## config.mk

```make
export PLATFORM = sky130hd
export DESIGN_NAME = lru_age_tracker
export DESIGN_NICKNAME = d
export VERILOG_FILES = /design/src/rtl/lru_pkg.sv /design/src/rtl/lru_tick_gen.sv /design/src/rtl/lru_age_tracker.sv
export SDC_FILE = /design/constraint.sdc
export NUM_CORES = 1
export LEC_CHECK = 0
export ABC_AREA = 0
export BUFFER_PORTS_ARGS = -buffer_cell sky130_fd_sc_hd__buf_2
export CORE_MARGIN = 2
export CORE_UTILIZATION = 30
export DETAILED_ROUTE_END_ITERATION = 8
export GPL_ROUTABILITY_DRIVEN = 0
export PLACE_DENSITY_LB_ADDON = 0.15
export SLEW_MARGIN = 30
export SYNTH_ARGS = -nofsm -noshare
export SYNTH_HDL_FRONTEND = slang
export SYNTH_HIERARCHICAL = 1
export SYNTH_SLANG_ARGS = --single-unit
```

## constraint.sdc

```tcl
create_clock -name clk -period 5.1 [get_ports clk]
set_clock_uncertainty 0.15 [all_clocks]
set_input_delay 0.51 -clock clk [delete_from_list [all_inputs] [get_ports clk]]
set_output_delay 0.51 -clock clk [all_outputs]
set_load 0.02 [all_outputs]
```

## src/rtl/lru_pkg.sv

```systemverilog
// Shared definitions for the LRU age tracker: index-width helper, way index type, FSM states.
package lru_pkg;

  // Index width for n ways; never narrower than one bit.
  function automatic int calc_idx_w(input int n);
    return (n > 1) ? $clog2(n) : 1;
  endfunction

  localparam int DEF_NUM_WAYS = 5;
  localparam int DEF_IDX_W    = calc_idx_w(DEF_NUM_WAYS);

  typedef logic [DEF_IDX_W-1:0] way_idx_t;

  typedef enum logic [1:0] {
    IDLE = 2'd0,
    SCAN = 2'd1,
    DONE = 2'd2
  } fsm_state_t;

endpackage

```

## src/rtl/lru_tick_gen.sv

```systemverilog
// Age prescaler: emits a one-cycle tick every TICK_DIV clock cycles.
module lru_tick_gen #(
  parameter int TICK_DIV = 100_000_000
) (
  input  logic clk,
  input  logic rst,
  output logic tick_o
);

  localparam int              CNT_W    = (TICK_DIV > 1) ? $clog2(TICK_DIV) : 1;
  localparam logic [CNT_W-1:0] CNT_LAST = CNT_W'(TICK_DIV - 1);

  logic [CNT_W-1:0] cnt_q;
  logic [CNT_W-1:0] cnt_d;

  // Next count: wrap to zero after the last count of the period.
  always_comb begin
    if (cnt_q == CNT_LAST) begin
      cnt_d = '0;
    end else begin
      cnt_d = cnt_q + CNT_W'(1);
    end
  end

  // Counter register.
  always_ff @(posedge clk) begin
    if (rst) begin
      cnt_q <= '0;
    end else begin
      cnt_q <= cnt_d;
    end
  end

  // Tick is a decode of the counter register, so it is glitch-free and one cycle wide.
  assign tick_o = (cnt_q == CNT_LAST);

endmodule

```

## src/rtl/lru_age_tracker.sv

```systemverilog
// LRU age tracker: per-way valid/age state, edge-detected touches, and a sequential
// victim scan over a snapshot with a valid/ack handover.
module lru_age_tracker
  import lru_pkg::*;
#(
  parameter int NUM_WAYS         = 5,
  parameter int AGE_W            = 10,
  parameter int TICK_DIV         = 100_000_000,
  parameter int EVICT_INVALIDATE = 1,
  localparam int IDX_W           = calc_idx_w(NUM_WAYS)
) (
  input  logic                clk,
  input  logic                rst,
  input  logic [NUM_WAYS-1:0] access_in,
  input  logic                evict_req,
  input  logic                evict_ack,
  output logic                evict_valid,
  output logic [IDX_W-1:0]    victim,
  output logic                busy,
  output logic                all_valid,
  output logic [NUM_WAYS-1:0] led
);

  localparam int               SCAN_W    = $clog2(NUM_WAYS + 1);
  localparam logic [SCAN_W-1:0] SCAN_LAST = SCAN_W'(NUM_WAYS);
  localparam logic [AGE_W-1:0]  AGE_MAX   = {AGE_W{1'b1}};

  logic                tick_s;
  logic [NUM_WAYS-1:0] acc_q;
  logic [NUM_WAYS-1:0] acc_prev_q;
  logic [NUM_WAYS-1:0] touch_s;
  logic [NUM_WAYS-1:0] inval_s;
  logic                ack_fire_s;

  logic [NUM_WAYS-1:0] valid_q;
  logic [NUM_WAYS-1:0] valid_d;
  logic [AGE_W-1:0]    age_q [NUM_WAYS];
  logic [AGE_W-1:0]    age_d [NUM_WAYS];

  fsm_state_t          state_q;
  logic [SCAN_W-1:0]   scan_idx_q;
  logic [NUM_WAYS-1:0] sh_valid_q;
  logic [AGE_W-1:0]    sh_age_q [NUM_WAYS];
  logic                best_inv_q;
  logic [IDX_W-1:0]    best_idx_q;
  logic [AGE_W-1:0]    best_age_q;
  logic                cand_valid_s;
  logic [AGE_W-1:0]    cand_age_s;

  logic                evict_valid_q;
  logic [IDX_W-1:0]    victim_q;
  logic                busy_q;
  logic                all_valid_q;
  logic [NUM_WAYS-1:0] led_q;

  lru_tick_gen #(
    .TICK_DIV (TICK_DIV)
  ) u_tick_gen (
    .clk    (clk),
    .rst    (rst),
    .tick_o (tick_s)
  );

  // Register raw access levels once and keep one cycle of history for edge detection.
  always_ff @(posedge clk) begin
    if (rst) begin
      acc_q      <= '0;
      acc_prev_q <= '0;
    end else begin
      acc_q      <= access_in;
      acc_prev_q <= acc_q;
    end
  end

  assign touch_s    = acc_q & ~acc_prev_q;
  assign ack_fire_s = (state_q == DONE) && evict_ack;

  // Ways cleared by an accepted victim (only when invalidation on ack is enabled).
  always_comb begin
    inval_s = '0;
    for (int i = 0; i < NUM_WAYS; i++) begin
      inval_s[i] = ack_fire_s && (EVICT_INVALIDATE != 0) && (victim_q == IDX_W'(i));
    end
  end

  // Next way state: touch beats invalidation, which beats ageing.
  always_comb begin
    valid_d = valid_q;
    age_d   = age_q;
    for (int i = 0; i < NUM_WAYS; i++) begin
      if (touch_s[i]) begin
        valid_d[i] = 1'b1;
        age_d[i]   = '0;
      end else if (inval_s[i]) begin
        valid_d[i] = 1'b0;
        age_d[i]   = '0;
      end else if (tick_s && valid_q[i] && (age_q[i] != AGE_MAX)) begin
        valid_d[i] = valid_q[i];
        age_d[i]   = age_q[i] + AGE_W'(1);
      end else begin
        valid_d[i] = valid_q[i];
        age_d[i]   = age_q[i];
      end
    end
  end

  // Way state registers.
  always_ff @(posedge clk) begin
    if (rst) begin
      valid_q <= '0;
      age_q   <= '{default: '0};
    end else begin
      valid_q <= valid_d;
      age_q   <= age_d;
    end
  end

  // Select the snapshot entry under examination in this SCAN cycle.
  always_comb begin
    cand_valid_s = 1'b1;
    cand_age_s   = '0;
    for (int i = 0; i < NUM_WAYS; i++) begin
      cand_valid_s = (scan_idx_q == SCAN_W'(i)) ? sh_valid_q[i] : cand_valid_s;
      cand_age_s   = (scan_idx_q == SCAN_W'(i)) ? sh_age_q[i]   : cand_age_s;
    end
  end

  // Victim search FSM: snapshot, scan one way per cycle, then hold the victim until ack.
  always_ff @(posedge clk) begin
    if (rst) begin
      state_q       <= IDLE;
      scan_idx_q    <= '0;
      sh_valid_q    <= '0;
      sh_age_q      <= '{default: '0};
      best_inv_q    <= 1'b0;
      best_idx_q    <= '0;
      best_age_q    <= '0;
      evict_valid_q <= 1'b0;
      victim_q      <= '0;
      busy_q        <= 1'b0;
    end else begin
      case (state_q)
        IDLE: begin
          if (evict_req) begin
            state_q    <= SCAN;
            scan_idx_q <= '0;
            sh_valid_q <= valid_q;
            sh_age_q   <= age_q;
            best_inv_q <= 1'b0;
            best_idx_q <= '0;
            best_age_q <= '0;
            busy_q     <= 1'b1;
          end
        end
        SCAN: begin
          if (scan_idx_q == SCAN_LAST) begin
            state_q       <= DONE;
            evict_valid_q <= 1'b1;
            victim_q      <= best_idx_q;
          end else begin
            scan_idx_q <= scan_idx_q + SCAN_W'(1);
            // The first invalid way wins outright; otherwise strictly older ways replace the best.
            if (!cand_valid_s) begin
              if (!best_inv_q) begin
                best_inv_q <= 1'b1;
                best_idx_q <= scan_idx_q[IDX_W-1:0];
              end
            end else if (!best_inv_q && (cand_age_s > best_age_q)) begin
              best_idx_q <= scan_idx_q[IDX_W-1:0];
              best_age_q <= cand_age_s;
            end
          end
        end
        DONE: begin
          if (evict_ack) begin
            state_q       <= IDLE;
            evict_valid_q <= 1'b0;
            busy_q        <= 1'b0;
          end
        end
        default: begin
          state_q       <= IDLE;
          evict_valid_q <= 1'b0;
          busy_q        <= 1'b0;
        end
      endcase
    end
  end

  // Status outputs follow the previous cycle's valid vector.
  always_ff @(posedge clk) begin
    if (rst) begin
      led_q       <= {NUM_WAYS{1'b1}};
      all_valid_q <= 1'b0;
    end else begin
      led_q       <= ~valid_q;
      all_valid_q <= &valid_q;
    end
  end

  assign evict_valid = evict_valid_q;
  assign victim      = victim_q;
  assign busy        = busy_q;
  assign all_valid   = all_valid_q;
  assign led         = led_q;

endmodule

```

==> Implementation_results.wiki, run 1 <==
{| class="wikitable"
! Metric !! Value
|-
| H-Tree Level Count || 4
|-
| Final Hold Viols || 0
|-
| Fin cells || 1342
|-
| Highest attainable clock frequency || 0.2468 GHz
|-
| Proportion of power drawn by flip-flops and latches || 48.9%
|-
| Leakage power figure || 0.003110 uW
|-
| Via density per instance || 4.886
|-
| Post-layout power || 2910 uW
|-
| Post-Route WL || 20140 um
|-
| Internal power component || 2106 uW
|-
| Number of DRC violations after detailed routing || 0
|-
| Overall global routing resource usage || 14.71%
|-
| Largest net degree at the start of global routing || 61
|-
| Clock transition time at the flip-flop clock pins of the worst setup and hold paths || 0.08 ns
|-
| Slew of the pin with the lowest slew margin || 0.8031 ns
|-
| Initial core utilization || 30.32%
|-
| Later-pin clock latency in the skew report || 0.44 ns
|-
| Worst Hold Path EP || acc_q[0]
|-
| Setup Total Neg Slack || 0 ns
|-
| Worst Setup Path Type || reg -> reg
|-
| Clock root buffer || sky130_fd_sc_hd__clkbuf_16
|-
| Final antenna diode count || 0
|-
| Via count || 6557
|-
| CTS tree || built
|-
| Max-capacitance violation count || 0
|-
| Path type of the worst min-delay path || in -> reg
|-
| Pre-Repair DR Iteration Count || 4
|-
| DR iter-0 viols || 423
|-
| Cell depth of the worst hold path || 2
|-
| Net switching power || 803.1 uW
|-
| Kind of start point of the critical path || flip-flop
|-
| Overflow left after global routing || 0
|-
| Wire length of the first global-routing pass || 33620 um
|-
| YS warnings || 6
|-
| Post-synth EDFFs || 0
|-
| Maximum count of clock buffers along a single path || 2
|-
| Postcts setup bufs || 0
|-
| Die outline area || 28420 sq um
|-
| Clock Power Share || 45.3%
|-
| Footprint of the multi-input gates || 4225 sq um
|-
| Post-synthesis average cell area || 8.192 sq um
|-
| Power density over cell area || 320.3 nW/um^2
|-
| Result of the run || finished, final reports clean
|-
| Cell Area, Synth || 8127 sq um
|-
| Hold Buf Count CTS || 0
|-
| Sequential cell area || 3543 sq um
|-
| Switching share of power || 27.60%
|-
| Most common library cell in the layout ignoring fill and taps || sky130_fd_sc_hd__dfxtp_1
|-
| Most instantiated flip-flop cell in the synthesis netlist || sky130_fd_sc_hd__dfxtp_1
|-
| Area overhead of the layout relative to synthesis || 11.78%
|-
| Synthesized instance count || 992
|-
| CTS resizes || 0
|-
| Detailed-placement wirelength estimate || 13890 um
|-
| Register-to-register path setup slack || 1.05 ns
|-
| Area of the core || 26800 sq um
|-
| Worst path arrival time || 4.21 ns
|-
| Final core utilization || 33.89%
|-
| Worst-path fanout max || 25
|-
| Share of flip-flops with an asynchronous set or reset after synthesis || 0%
|-
| Startpoint of the tightest hold check path || access_in[0]
|-
| Distinct cells, synth || 63
|-
| Horizontal die dimension || 168.6 um
|-
| Worst ir drop on vdd || 194.0 uV
|-
| Count of cells along the worst register-to-register path || 13
|-
| Overall die height || 168.6 um
|-
| Post-synth net total || 1022
|-
| Reg-to-Reg End || best_age_q[9]
|-
| Number of input and output port buffers inserted || 19
|-
| Number of inserted filler cells in the final layout || 2799
|-
| Final Max Slew Viols || 0
|-
| Final number of setup-violating endpoints || 0
|-
| Fraction of layout cells with a size suffix above 1 || 7.992%
|-
| Post-layout worst setup margin || 1.049 ns
|-
| Post-route fraction of the period consumed by the critical path || 79.44%
|-
| Launch instance of the worst register-to-register path || scan_idx_q[1]
|-
| Power share of the combinational group || 5.8%
|-
| Setup slack at placement || 1.070 ns
|-
| Headroom to the max-slew limit || 46.01%
|-
| Seq cells post-synth || 177
|-
| Number of buffers created by CTS || 17
|-
| Kind of end point of the critical path || flip-flop
|-
| Number of nets with antenna violations after routing || 0
|-
| RSZ-0062 raised after global routing || false
|-
| Number of cells after detailed placement || 1310
|-
| Net count, final || 1018
|-
| Count of clock tree sinks || 177
|-
| Initial antenna violation count || 0
|-
| # rows || 60
|-
| Post-detailed-route wirelength per cell || 15.01 um
|-
| Portion of the post-synthesis area used by sequential elements || 43.60%
|-
| Critical path required time || 5.26 ns
|-
| Via count of the first global-routing pass || 6131
|-
| Clock period minus final worst setup slack || 4.051 ns
|-
| Top-level port count || 20
|-
| Commonest cells after routing, fill and taps aside || sky130_fd_sc_hd__dfxtp_1, sky130_fd_sc_hd__nand2_1, sky130_fd_sc_hd__a21oi_1, sky130_fd_sc_hd__nor2_1, sky130_fd_sc_hd__inv_1
|}
final cells by class:
| class | count | area share (%) |
|---|---|---|
| Multi-Input combinational cell | 724 | 46.52 |
| Sequential cell | 177 | 39.01 |
| Tap cell | 341 | 4.697 |
| Clock buffer | 17 | 4.683 |
| Inverter | 44 | 1.818 |
| Clock inverter | 15 | 1.791 |
| Timing Repair Buffer | 24 | 1.488 |
synth_stat cells (all sizes together) (13+ instances only):
cell,n,area [sq um]
nor3b,13,102.6
nor2,95,356.6
clkbuf,28,105.1
o21ai,31,155.1
xnor2,39,341.6
dfxtp,177,3543
nand2,168,630.6
ha,21,262.8
nand4,25,186.4
inv,44,165.2
nor3,36,180.2
nor2b,14,87.58
buf,19,102.6
nand3,29,145.1
a21oi,99,495.5
stage by stage:
| step | instance area (sq um) | hold WS, ns |
|---|---|---|
| floorplan | 8127 | 0.2818 |
| global placement | 8493 | 0.2975 |
| detailed placement | 8496 | 0.3023 |
| CTS | 9084 | 0.1184 |
| global route | 9084 | 0.1230 |
| finish | 9084 | 0.1364 |
power groups by stage:
stage	Combinational (uW)	Clock (uW)	Sequential, uW
5_1_grt	190	1420	1430
4_1_cts	172	1360	1420
2_1_floorplan	129	0	1450
3_3_place_gp	172	0	1460
6_report	169	1320	1420
3_5_place_dp	172	0	1460
cells by family (layout without fill, tap and decap cells):
logic type | after synthesis | count (layout) | synth area share [%]
AND/OR/NAND/NOR | 457 | 457 | 28.08
AO/OA/AOI/OAI | 195 | 195 | 14.90
flip-flops | 177 | 177 | 43.60
buffers and inverters | 91 | 100 | 4.588
XOR/XNOR | 45 | 45 | 4.850
adder cells (fa/ha/maj) | 21 | 21 | 3.233
multiplexers | 6 | 6 | 0.7391
per-layer routing:
layer	track usage (%)	up-vias	share of wire, %
li1	-	3464	-
met1	21.13	3032	53
met2	22.76	49	44
met3	2.525	12	2.0
met4	3.973	0	1.2
met5	0	-	0
worst max path at each step:
| stage | startpoint | depth (start not counted) | slack (ns) | to |
|---|---|---|---|---|
| final | scan_idx_q[1] | 13 | 1.05 | best_age_q[9] |
| after global routing | scan_idx_q[2] | 12 | 0.73 | best_age_q[2] |
| after CTS | scan_idx_q[1] | 13 | 1.04 | best_age_q[9] |
| after detailed placement | scan_idx_q[1] | 13 | 1.07 | best_age_q[9] |
| after global placement | scan_idx_q[2] | 12 | 1.16 | best_age_q[9] |
| after floorplan | scan_idx_q[2] | 15 | 1.72 | best_age_q[9] |
critical path: stages, from the launching register on:
cell                       delay (ns)
sky130_fd_sc_hd__dfxtp_1         0.37
sky130_fd_sc_hd__inv_1           0.10
sky130_fd_sc_hd__ha_1            0.63
sky130_fd_sc_hd__and3b_1         0.26
sky130_fd_sc_hd__a21oi_1         0.11
sky130_fd_sc_hd__o21ai_0         0.12
sky130_fd_sc_hd__a221oi_1        0.45
sky130_fd_sc_hd__inv_1           0.09
sky130_fd_sc_hd__ha_1            0.30
sky130_fd_sc_hd__nand4_1         0.13
sky130_fd_sc_hd__a211oi_1        0.22
sky130_fd_sc_hd__a2111o_1        0.33
sky130_fd_sc_hd__and4_1          0.54
sky130_fd_sc_hd__o22ai_2         0.14
sequential cells by signal, indices dropped and copies added (netlist names), 3 cells and up:
signal and cells:
acc_prev_q 5, acc_q 5, age_q 50, best_age_q 10
best_idx_q 3, led 5, scan_idx_q 3, sh_age_q 50
sh_valid_q 5, u_tick_gen/cnt_q 27, valid_q 5, victim 3
No activity file was read; power rests on OpenSTA's default activity.
==> inputs of run 2 (changes only) <==
--- a/config.mk
+++ b/config.mk
@@ -5,7 +5,7 @@
 export SDC_FILE = /design/constraint.sdc
 export NUM_CORES = 1
 export LEC_CHECK = 0
-export ABC_AREA = 0
+export ABC_AREA = 1
 export BUFFER_PORTS_ARGS = -buffer_cell sky130_fd_sc_hd__buf_2
 export CORE_MARGIN = 2
 export CORE_UTILIZATION = 30
==> constraint.sdc (replaced) <==
create_clock -name clk -period 3.6 [get_ports clk]
set_clock_uncertainty 0.15 [all_clocks]
set_input_delay 0.36 -clock clk [delete_from_list [all_inputs] [get_ports clk]]
set_output_delay 0.36 -clock clk [all_outputs]
set_load 0.02 [all_outputs]
==> Implementation_results.wiki, run 2 <==
{| class="wikitable"
! Metric !! Value
|-
| RSZ-0062 raised after global routing || false
|-
| Most instantiated flip-flop cell in the synthesis netlist || sky130_fd_sc_hd__dfxtp_1
|-
| Number of input and output port buffers inserted || 19
|-
| Number of buffers created by CTS || 17
|-
| Post-Route WL || 20700 um
|-
| Final number of setup-violating endpoints || 0
|-
| Post-synthesis cell type with the largest combined area || sky130_fd_sc_hd__dfxtp_1
|-
| Worst ir drop on vdd || 241.2 uV
|-
| Final Hold Viols || 0
|-
| Power density over cell area || 481.0 nW/um^2
|-
| Clock period minus final worst setup slack || 3.254 ns
|-
| Top-level port count || 20
|-
| Share of flip-flops with an asynchronous set or reset after synthesis || 0%
|-
| CTS tree || built
|-
| Launch instance of the worst register-to-register path || scan_idx_q[1]
|-
| Overall die height || 171.8 um
|-
| Leakage power figure || 0.003738 uW
|-
| Area overhead of the layout relative to synthesis || 13.39%
|-
| Initial antenna violation count || 0
|-
| Main combinational cell family by area after synthesis || simple AND/OR/NAND/NOR gates
|-
| Highest attainable clock frequency || 0.3073 GHz
|-
| Count of cells along the worst register-to-register path || 23
|-
| Most congested layer reported by global routing || met2
|-
| Critical Path Start || scan_idx_q[1]
|-
| Path type of the worst min-delay path || in -> reg
|-
| Post-synthesis simple-gate area fraction || 30.66%
|-
| Detailed-placement wirelength estimate || 15140 um
|-
| Registers with the highest flip-flop counts || age_q (50), sh_age_q (50), u_tick_gen/cnt_q (27)
|-
| Initial core utilization || 30.41%
|-
| Worst Hold Path EP || busy
|-
| DR iter-0 viols || 431
|-
| Number of DRC violations after detailed routing || 0
|-
| Seq cells post-synth || 177
|-
| Worst-path fanout max || 8
|-
| Post-detailed-route wirelength per cell || 12.90 um
|-
| Fraction of layout cells with a size suffix above 1 || 9.617%
|-
| # rows || 61
|-
| Startpoint of the tightest hold check path || evict_req
|-
| Final Max Slew Viols || 0
|-
| H-Tree Level Count || 4
|-
| Reg-to-Reg End || best_idx_q[2]
|-
| Most common library cell in the layout ignoring fill and taps || sky130_fd_sc_hd__nand2_1
|-
| Max-capacitance violation count || 0
|-
| Worst hold slack || 0.09001 ns
|-
| Maximum count of clock buffers along a single path || 2
|-
| Overall global routing resource usage || 14.65%
|-
| CP cell instances || inv_1 -> ha_1 -> inv_2 -> nor2_4 -> clkinvlp_4 -> buf_2 -> buf_4 -> nand2_1 -> o211ai_1 -> nand3_1 -> nand2_1 -> nand2_1 -> ha_1 -> nand2_1 -> nand2_1 -> nand3_1 -> nand3_1 -> a21oi_4 -> nand2_1 -> nand3_2 -> nand2_1 -> nand2_1 -> nor2_1
|-
| Distinct cells, synth || 44
|-
| Compound-gate portion of the synthesized area || 12.89%
|-
| Cell Area, Synth || 8448 sq um
|-
| Multiplexer share of the synthesized area || 0%
|-
| Slew of the pin with the lowest slew margin || 0.8975 ns
|-
| Most frequent cells after synthesis || sky130_fd_sc_hd__nand2_1, sky130_fd_sc_hd__dfxtp_1, sky130_fd_sc_hd__nor2_1, sky130_fd_sc_hd__inv_1, sky130_fd_sc_hd__a21oi_1
|-
| Global-route met1 utilization || 19.34%
|-
| Highest cell delay on the worst timing path || 0.34 ns
|-
| Largest net degree at the start of global routing || 45
|-
| Portion of the post-synthesis area used by sequential elements || 41.94%
|-
| Clock transition time at the flip-flop clock pins of the worst setup and hold paths || 0.08 ns
|-
| Post-synth EDFFs || 0
|-
| Via count || 7200
|-
| Post-route fraction of the period consumed by the critical path || 90.38%
|-
| Kind of end point of the critical path || flip-flop
|-
| YS warnings || 6
|-
| Synth top area share || 41.94%
|-
| Delay-heaviest family, CP || simple AND/OR/NAND/NOR gates
|-
| Wire length of the first global-routing pass || 34110 um
|-
| Xor/xnor share of the synthesized area || 2.592%
|-
| Via count of the first global-routing pass || 6799
|-
| Crit path max-delay cell type || sky130_fd_sc_hd__dfxtp_1
|-
| Library cell with the highest instance count after synthesis || sky130_fd_sc_hd__nand2_1
|-
| Kind of start point of the critical path || flip-flop
|-
| Final antenna diode count || 0
|-
| Headroom to the max-slew limit || 39.70%
|-
| GRT met2 Usage || 24.46%
|-
| Later-pin clock latency in the skew report || 0.44 ns
|-
| Worst path arrival time || 3.44 ns
|-
| Crit-path most repeated cell || sky130_fd_sc_hd__nand2_1
|-
| Register-to-register path setup slack || 0.35 ns
|-
| Count of clock tree sinks || 177
|-
| Synth top area cells || sky130_fd_sc_hd__dfxtp_1, sky130_fd_sc_hd__nand2_1, sky130_fd_sc_hd__nor2_1
|-
| Post-synthesis average cell area || 7.058 sq um
|-
| Buffers plus inverters on the worst setup path || 5
|-
| Net count, final || 1244
|-
| Cell depth of the worst hold path || 4
|-
| Die outline area || 29520 sq um
|-
| Horizontal die dimension || 171.8 um
|-
| Number of nets with antenna violations after routing || 0
|-
| Placed Area || 8865 sq um
|-
| Overflow left after global routing || 0
|-
| Result of the run || finished, final reports clean
|-
| Worst Setup Path Type || reg -> reg
|-
| Global routing met3 resource utilization || 2.163%
|-
| Via density per instance || 4.486
|-
| Final core utilization || 34.48%
|-
| Clock root buffer || sky130_fd_sc_hd__clkbuf_16
|-
| Synthesized instance count || 1197
|-
| Post-synthesis adder-cell area fraction || 3.110%
|-
| Area of the core || 27780 sq um
|-
| Commonest cells after routing, fill and taps aside || sky130_fd_sc_hd__nand2_1, sky130_fd_sc_hd__dfxtp_1, sky130_fd_sc_hd__nor2_1, sky130_fd_sc_hd__inv_1, sky130_fd_sc_hd__a21oi_1
|-
| Setup Total Neg Slack || 0 ns
|-
| Critical path required time || 3.78 ns
|-
| Pre-Repair DR Iteration Count || 5
|-
| Post-route design area || 9579 sq um
|-
| Post-synth net total || 1227
|}
run 2: worst max-delay path by stage:
| stage | endpoint | slack [ns] | cells after the start |
|---|---|---|---|
| final | best_idx_q[2] | 0.35 | 23 |
| after global routing | best_age_q[9] | 0.03 | 21 |
| after CTS | best_idx_q[2] | 0.23 | 21 |
| after detailed placement | best_idx_q[2] | 0.28 | 21 |
| after global placement | best_idx_q[0] | 0.34 | 21 |
| after floorplan | best_idx_q[0] | 0.55 | 19 |
run 2: cells by family (layout without fill, tap and decap cells):
group,after synthesis,after routing
buf+inv,179,209
simple gates,590,590
fa+ha+maj,21,21
flops,177,177
xor+xnor,25,25
compound gates,205,205
run 2: layout make-up:
class | count | area, sq um
flip-flops and latches | 177 | 3543
fillers | 3062 | 18200
well taps | 378 | 473.0
clock inverters | 15 | 207.7
clock buffers | 17 | 425.4
multi-input cells | 841 | 4173
repair buffers | 33 | 210.2
inverters | 144 | 546.8
run 2: tightest hold or removal path, stage by stage:
cell and delay (ns):
sky130_fd_sc_hd__buf_2 0.09, sky130_fd_sc_hd__o211ai_1 0.07, sky130_fd_sc_hd__nand2_1 0.06, sky130_fd_sc_hd__a21oi_1 0.05
run 2: power breakdown:
part | switching, uW | total (uW) | internal, uW
combinational | 345 | 523 | 178
sequential | 53.6 | 2100 | 2050
clock | 913 | 1990 | 1070
total | 1310 | 4610 | 3300
run 2: routing by layer:
layer | vias up | part of all wire (%)
met1 | 3218 | 52
met5 | - | 0
met4 | 0 | 1.5
met2 | 92 | 44
met3 | 19 | 2.6
li1 | 3871 | -
run 2: timing repair:
item | 4_1_cts | 5_1_grt
hold buffers | 5 | 0
setup buffers | 0 | 2
endpoints found under the hold margin | 5 | 0
gates resized for setup | 0 | 5
endpoints found under the setup margin | 0 | 13
run 2: through the flow:
| step | setup slack (ns) | cells | power, uW |
|---|---|---|---|
| global placement | 0.3367 | 1566 | 2654 |
| detailed placement | 0.2779 | 1566 | 2654 |
| global route | 0.02935 | 1605 | 4830 |
| floorplan | 0.5515 | 1197 | 2534 |
| CTS | 0.2304 | 1603 | 4656 |
| finish | 0.3463 | 1605 | 4608 |
